**src/rtl/shift_reg_burst.sv**
```systemverilog
// Universal WIDTH-bit shift register with a counted burst-shift controller.
// Optional rotate input enabled by defining SHIFT_REG_BURST_ROTATE_EN.

module shift_reg_burst_cell (
   input  logic clk,
   input  logic rst_n,
   input  logic load,
   input  logic shift,
   input  logic dir,
   input  logic d_bit,
   input  logic lo_bit,
   input  logic hi_bit,
   output logic q_bit
);
   // lo_bit is the lower neighbour (left shift source), hi_bit the upper one
   always_ff @(posedge clk or negedge rst_n) begin
      if (!rst_n)     q_bit <= 1'b0;
      else if (load)  q_bit <= d_bit;
      else if (shift) q_bit <= dir ? hi_bit : lo_bit;
   end
endmodule

module shift_reg_burst #(
   parameter int WIDTH = 8,
   parameter int CNT_W = 4
) (
   input  logic             clk,
   input  logic             rst_n,
   input  logic             en,
   input  logic             load,
   input  logic [WIDTH-1:0] d,
   input  logic             dir,
   input  logic             sin,
   input  logic             start,
   input  logic [CNT_W-1:0] count,
`ifdef SHIFT_REG_BURST_ROTATE_EN
   input  logic             rot,
`endif
   output logic [WIDTH-1:0] q,
   output logic             sout,
   output logic             busy,
   output logic             done
);

   typedef enum logic [1:0] {IDLE, SHIFT, DONE} state_t;

   state_t           state, state_nx;
   logic [CNT_W-1:0] remaining, remaining_nx;
   logic             dir_l, dir_l_nx;
   logic             shift_go, eff_dir, out_bit, fb;
   logic [WIDTH-1:0] lo_vec, hi_vec;

   always_comb begin
      state_nx     = state;
      remaining_nx = remaining;
      dir_l_nx     = dir_l;
      shift_go     = 1'b0;
      if (load) begin
         state_nx     = IDLE;
         remaining_nx = '0;
      end else begin
         case (state)
            IDLE: begin
               if (start) begin
                  remaining_nx = count;
                  dir_l_nx     = dir;
                  state_nx     = (count != '0) ? SHIFT : DONE;
               end else if (en) begin
                  shift_go = 1'b1;
               end
            end
            SHIFT: begin
               if (en) begin
                  shift_go     = 1'b1;
                  remaining_nx = remaining - CNT_W'(1);
                  if (remaining == CNT_W'(1)) state_nx = DONE;
               end
            end
            DONE:    state_nx = IDLE;
            default: state_nx = IDLE;
         endcase
      end
   end

   // Bursts use the direction captured at start; idle shifts follow live dir
   assign eff_dir = (state == SHIFT) ? dir_l : dir;
   assign out_bit = eff_dir ? q[0] : q[WIDTH-1];

`ifdef SHIFT_REG_BURST_ROTATE_EN
   logic rot_l, rot_l_nx, eff_rot;
   assign rot_l_nx = (!load && state == IDLE && start) ? rot : rot_l;
   assign eff_rot  = (state == SHIFT) ? rot_l : rot;
   assign fb       = eff_rot ? out_bit : sin;
   always_ff @(posedge clk or negedge rst_n) begin
      if (!rst_n) rot_l <= 1'b0;
      else        rot_l <= rot_l_nx;
   end
`else
   assign fb = sin;
`endif

   assign lo_vec = {q[WIDTH-2:0], fb};
   assign hi_vec = {fb, q[WIDTH-1:1]};

   for (genvar i = 0; i < WIDTH; i++) begin : g_cell
      shift_reg_burst_cell u_cell (
         .clk    (clk),
         .rst_n  (rst_n),
         .load   (load),
         .shift  (shift_go),
         .dir    (eff_dir),
         .d_bit  (d[i]),
         .lo_bit (lo_vec[i]),
         .hi_bit (hi_vec[i]),
         .q_bit  (q[i])
      );
   end

   always_ff @(posedge clk or negedge rst_n) begin
      if (!rst_n) begin
         state     <= IDLE;
         remaining <= '0;
         dir_l     <= 1'b0;
         sout      <= 1'b0;
         busy      <= 1'b0;
         done      <= 1'b0;
      end else begin
         state     <= state_nx;
         remaining <= remaining_nx;
         dir_l     <= dir_l_nx;
         if (shift_go) sout <= out_bit;
         busy      <= (state_nx == SHIFT);
         done      <= (state_nx == DONE);
      end
   end

endmodule
```
**config.mk**
```make
export PLATFORM = sky130hd
export DESIGN_NAME = shift_reg_burst
export DESIGN_NICKNAME = d
export VERILOG_FILES = /design/src/rtl/shift_reg_burst.sv
export SDC_FILE = /design/constraint.sdc
export NUM_CORES = 1
export LEC_CHECK = 0
export ABC_AREA = 1
export BUFFER_PORTS_ARGS = -buffer_cell sky130_fd_sc_hd__buf_2
export CAP_MARGIN = 20
export CELL_PAD_IN_SITES_DETAIL_PLACEMENT = 0
export CELL_PAD_IN_SITES_GLOBAL_PLACEMENT = 1
export CORE_MARGIN = 3
export CORE_UTILIZATION = 35
export CTS_CLUSTER_DIAMETER = 150
export DETAILED_ROUTE_END_ITERATION = 6
export PLACE_DENSITY = 0.76
export SLEW_MARGIN = 5
export SYNTH_ARGS = -nofsm -noshare
export SYNTH_HDL_FRONTEND = slang
export SYNTH_HIERARCHICAL = 1
export SYNTH_SLANG_ARGS = --single-unit
```
**constraint.sdc**
```tcl
create_clock -name clk -period 3.6 [get_ports clk]
set_input_delay 0.72 -clock clk [delete_from_list [all_inputs] [get_ports clk]]
set_output_delay 0.72 -clock clk [all_outputs]
set_load 0.01 [all_outputs]
```
Word level (Yosys, flattened, before mapping)
Index checks and enable logic that the tools add are counted.
- register bits after elaboration: 18
- output and inout port bits: 11
- $add $sub $neg: 1
- eq/ne operators: 6
- multiplexer cells: 40
- bitwise logic cells: 1
- reduce and logical (&&, ||, !) cells: 6
- operators by type and width (kind ; number):
    $mux 1 ; 29
    $mux 4 ; 3
    $mux 2 ; 5
    $pmux 4 s2 ; 1
    $ne 3x3->1 const B ; 2
    $reduce_and 3->1 ; 2
    $eq 2x1->1 const B ; 2
    $eq 4x1->1 const B ; 1
    $pmux 2 s2 ; 1
    $reduce_bool 4->1 ; 1
    $sub 4x1->4 const B ; 1
    $reduce_bool 3->1 ; 1
    $eq 2x2->1 const B ; 1
    $logic_not 2->1 ; 1
    $pmux 1 s2 ; 1
    $reduce_bool 2->1 ; 1
    $not 1->1 ; 1

Logic depth before layout (Yosys ltp)
- depth after elaboration: 6
- mapped depth: 9
- depth with buffers taken out: 9

Hierarchy
Netlist, hierarchy kept.
- modules (own cells, without submodules) (module ; times used ; cells an instance ; area each (um^2)):
    shift_reg_burst ; 1 ; 83 ; 578.1
    shift_reg_burst_cell ; 8 ; 10 ; 60.1

Worst setup path after synthesis
Ideal clock, no wire load.
- path kind: input to register
- start point: input port load
- end point: register g_cell[0].u_cell.q_bit
- library setup time: 116 ps
- arrival time: 1301 ps
- data required time: 3484 ps
- setup slack: 2183 ps
- stages on the path: 6
- path buffers: 0
- path through: nor2_1 -> nand3_1 -> inv_2 -> nand3_1 -> nand2_1 -> nand2_1
- cells in the longest elaborated chain, start to end: 2
- RTL lines (item ; line ; text):
    start, declared ; 30 ; input logic load,
    $mux 1 ; 58 ; if (load) begin
    net shift_go ; 50 ; logic shift_go, eff_dir, out_bit, fb;
    $reduce_bool 2->1 (no line) ; -- ;
    end signal, assigned ; 18 ; else if (load) q_bit <= d_bit;
    end signal, assigned ; 19 ; else if (shift) q_bit <= dir ? hi_bit : lo_bit;
    end, declared ; 13 ; output logic q_bit
The timed path passes the listed nets, and every way through them passes these cells.
A chain may end at the register's enable or synchronous reset.

Worst setup path after layout
- start point: register g_cell[7].u_cell.q_bit
- end point: output port q[7]
- RTL lines (item ; line ; text):
    start, declared ; 13 ;
    start signal, assigned ; 18 ;
    start signal, assigned ; 19 ;
    end, declared ; 39 ; output logic [WIDTH-1:0] q,
No word-level cell between the ends.

==> flow_summary.toml <==
[yosys]
post_synth_main_area_contributors = "sky130_fd_sc_hd__dfrtp_1, sky130_fd_sc_hd__nand2_1, sky130_fd_sc_hd__nor2_1"
leading_cell_type_by_number_of_instances_after_synthesis = "sky130_fd_sc_hd__nand2_1"
post-synth-top-area-fraction_pct = 42.6
synth_top_area_cell = "sky130_fd_sc_hd__dfrtp_1"
yosysWarnings = 6
synth_common_cells = "sky130_fd_sc_hd__nand2_1, sky130_fd_sc_hd__nor2_1, sky130_fd_sc_hd__dfrtp_1"
yosys_register_bits = 18
synth.avg_cell_area_sq_um = 6.49
async_flop_share_pct = 100
synth-edff-count = 0
summed_instance_area_of_the_synthesized_netlist_sq_um = 1060
synth_seq_area_share_pct = 42.6
number_of_instances_in_the_synthesized_netlist = 163
synth_cell_type_count = 13
syn_nets = 184
synthFlopType = "sky130_fd_sc_hd__dfrtp_1"

[setup_path]
worst_path_arrival_time_ns = 0.88
worst_r2r_path_depth = 9
crit-reg2reg-capture = "g_cell[5].u_cell/q_bit"
critPathSlowestCell = "sky130_fd_sc_hd__dfrtp_1"
cp_class = "register to output pin"
timing.critical_path.slowest_cell_delay_ns = 0.43
cp-start-kind = "register"
beginning_of_the_worst_register_to_register_path = "state[0]"
path_max_fanout = 4
crit_buf_inv = 1
critical_path.cell_chain = "buf_2"
timing.reg2reg.setup_slack_ns = 2.17
critical_path.endpoint_type = "output pin"
critPathRequiredTime_ns = 2.88
crit_family = "flip-flops"

[clocking]
numClockSinks = 18
cts_tree = "done"
clock_latency_ns = 0.29
ctsResizeCount = 0
cts_hold_repair.buffers = 0
htree_num_levels = 1
postCtsSetupRepairBufs = 0
cts_inserted_buffers = 3
cts-root-to-sink-buffers = 2
root_buffer = "sky130_fd_sc_hd__clkbuf_4"
cts.reportedPaths.clkPinSlew_ns = 0.11

[status]
run_status = "complete, no violations"

[timing]
relSlewSlack_pct = 71.7
report.final.setup_viol = 0
timing.final.max_slew_violations = 0
final.setup.worst_slack_ns = 2.00
final.setup_skew_ns = 0.00966
max_freq_ghz = 0.626
post-route-period-util_pct = 44.4
report.final.hold_viol_count = 0
final_sum_of_negative_setup_slack_ns = 0
min_period_ns = 1.60
rsz0062_at_grt = "no"
max_slew.worst_pin.slew_ns = 0.425

[drt]
vias = 1055
vias_per_cell = 4.65
route.antenna.remaining_nets = 0
routed_wirelength_microns = 2430
average_detailed_routed_wire_length_per_instance_microns = 10.7
drc = 0
drt_pre_antenna_iters = 4
initialDrtViolationCount = 64

[finish]
area_growth_pct = 20.8
antenna_diode_instance_count = 0
number_of_fill_cells = 312
final_layout_size_suffix_gt1_share_pct = 20.9
nets = 218

[grt]
first_global_vias = 910
groute.usage.overall_pct = 13.7
antenna_found_initial = 0
largest_net_degree_at_the_start_of_global_routing = 24
grt_remaining_overflow = 0
grt_first_pass_wirelength_microns = 3860

[floorplanning]
chipHeight_microns = 61.0
die_width_microns = 61.0
io_pins = 30
core.rowCount = 19
initial_core_util_pct = 37.4
fp.coreArea_sq_um = 2830
die-area_sq_um = 3720

[power_and_ir_drop]
power_frac_comb_pct = 26.8
net-switching-power_uw = 163
clock_power_share_pct = 24.5
share_seq_of_total_power_pct = 48.7
internal-power_uw = 338
sw_frac_of_total_pct = 32.6
power_leakage_nw = 0.735
power_density_nw_per_um2 = 392
maximum_vdd_drop_v = 0.000271

[place]
preCtsSetupSlack_ns = 1.71
io_buffer_count = 29
dp_hpwl_microns = 1820
place_congestion = 0.755

[flow_run]
maxCapViolCount = 0

[hold_path]
hold_path_class = "input pin to asynchronous set/reset pin"
## layer usage
metal  global-route usage, %  vias up  share of wire (%)
met3                    4.04        2                4.8
met5                       0        -                  0
met4                    2.79        0               0.78
li1                        -      566                  -
met1                    19.4      464                 50
met2                    20.6       23                 44
## flip-flops by register name, indices dropped and copies added (netlist names)
signal and cells:
sout 1, remaining 4, g_cell.u_cell/q_bit 8, dir_l 1, busy 1, done 1
state 2
## layout make-up
type | count | area [sq um] | area share, %
repair buffers | 29 | 145 | 11.4
flip-flops and latches | 18 | 450 | 35.2
well taps | 31 | 38.8 | 3.03
multi-input cells | 127 | 541 | 42.3
clock buffers | 4 | 36.3 | 2.84
inverters | 18 | 67.6 | 5.28
## through the flow
step	instances	cell area, sq um	power, mW	utilization, %	hold WS [ns]
after floorplan	163	1060	0.332	-	0.424
after global placement	223	1240	0.381	43.9	0.466
after detailed placement	223	1240	0.384	43.9	0.479
after CTS	227	1280	0.513	45.2	0.341
after global routing	227	1280	0.542	45.2	0.354
final	227	1280	0.501	45.2	0.346
## cell families (layout without fill, tap and decap cells)
kind of cell / count (synthesis) / count (layout) / synth area share [%]
simple gates: 118 / 118 / 45.0
flops: 18 / 18 / 42.6
buf+inv: 18 / 51 / 6.38
compound gates: 6 / 6 / 2.84
fa+ha+maj: 2 / 2 / 2.36
xor+xnor: 1 / 1 / 0.828
## worst max-delay path by stage
stage                            from                endpoint  slack [ns]  cells past startpoint
2_1_floorplan                    load  g_cell[0].u_cell/q_bit        2.18                      6
6_report       g_cell[7].u_cell/q_bit                    q[7]        2.00                      1
3_3_place_gp                     load  g_cell[5].u_cell/q_bit        1.76                      8
4_1_cts        g_cell[7].u_cell/q_bit                    q[7]        1.98                      1
3_5_place_dp                     load  g_cell[6].u_cell/q_bit        1.71                      8
5_1_grt                          load  g_cell[5].u_cell/q_bit        1.90                      8
## cells in the final DEF (no fill, tap or decap)
cell type / count
sky130_fd_sc_hd__dfrtp_1: 18
sky130_fd_sc_hd__clkbuf_4: 3
sky130_fd_sc_hd__clkbuf_8: 1
sky130_fd_sc_hd__nor2_1: 28
sky130_fd_sc_hd__ha_1: 2
sky130_fd_sc_hd__nand4_1: 1
sky130_fd_sc_hd__nand3_1: 17
sky130_fd_sc_hd__inv_1: 14
sky130_fd_sc_hd__nor2_2: 2
sky130_fd_sc_hd__buf_2: 29
sky130_fd_sc_hd__nand2_1: 68
sky130_fd_sc_hd__nand2_2: 2
sky130_fd_sc_hd__o21ai_0: 4
sky130_fd_sc_hd__a21oi_1: 2
sky130_fd_sc_hd__xnor2_1: 1
sky130_fd_sc_hd__inv_2: 4
## power groups by stage
stage / Combinational (mW) / Sequential, mW / Clock, mW
finish: 0.134 / 0.244 / 0.123
global route: 0.157 / 0.247 / 0.138
detailed placement: 0.136 / 0.248 / 0
global placement: 0.134 / 0.247 / 0
floorplan: 0.0804 / 0.251 / 0
CTS: 0.136 / 0.244 / 0.132
Note: power is estimated with default switching activity, not from simulation.
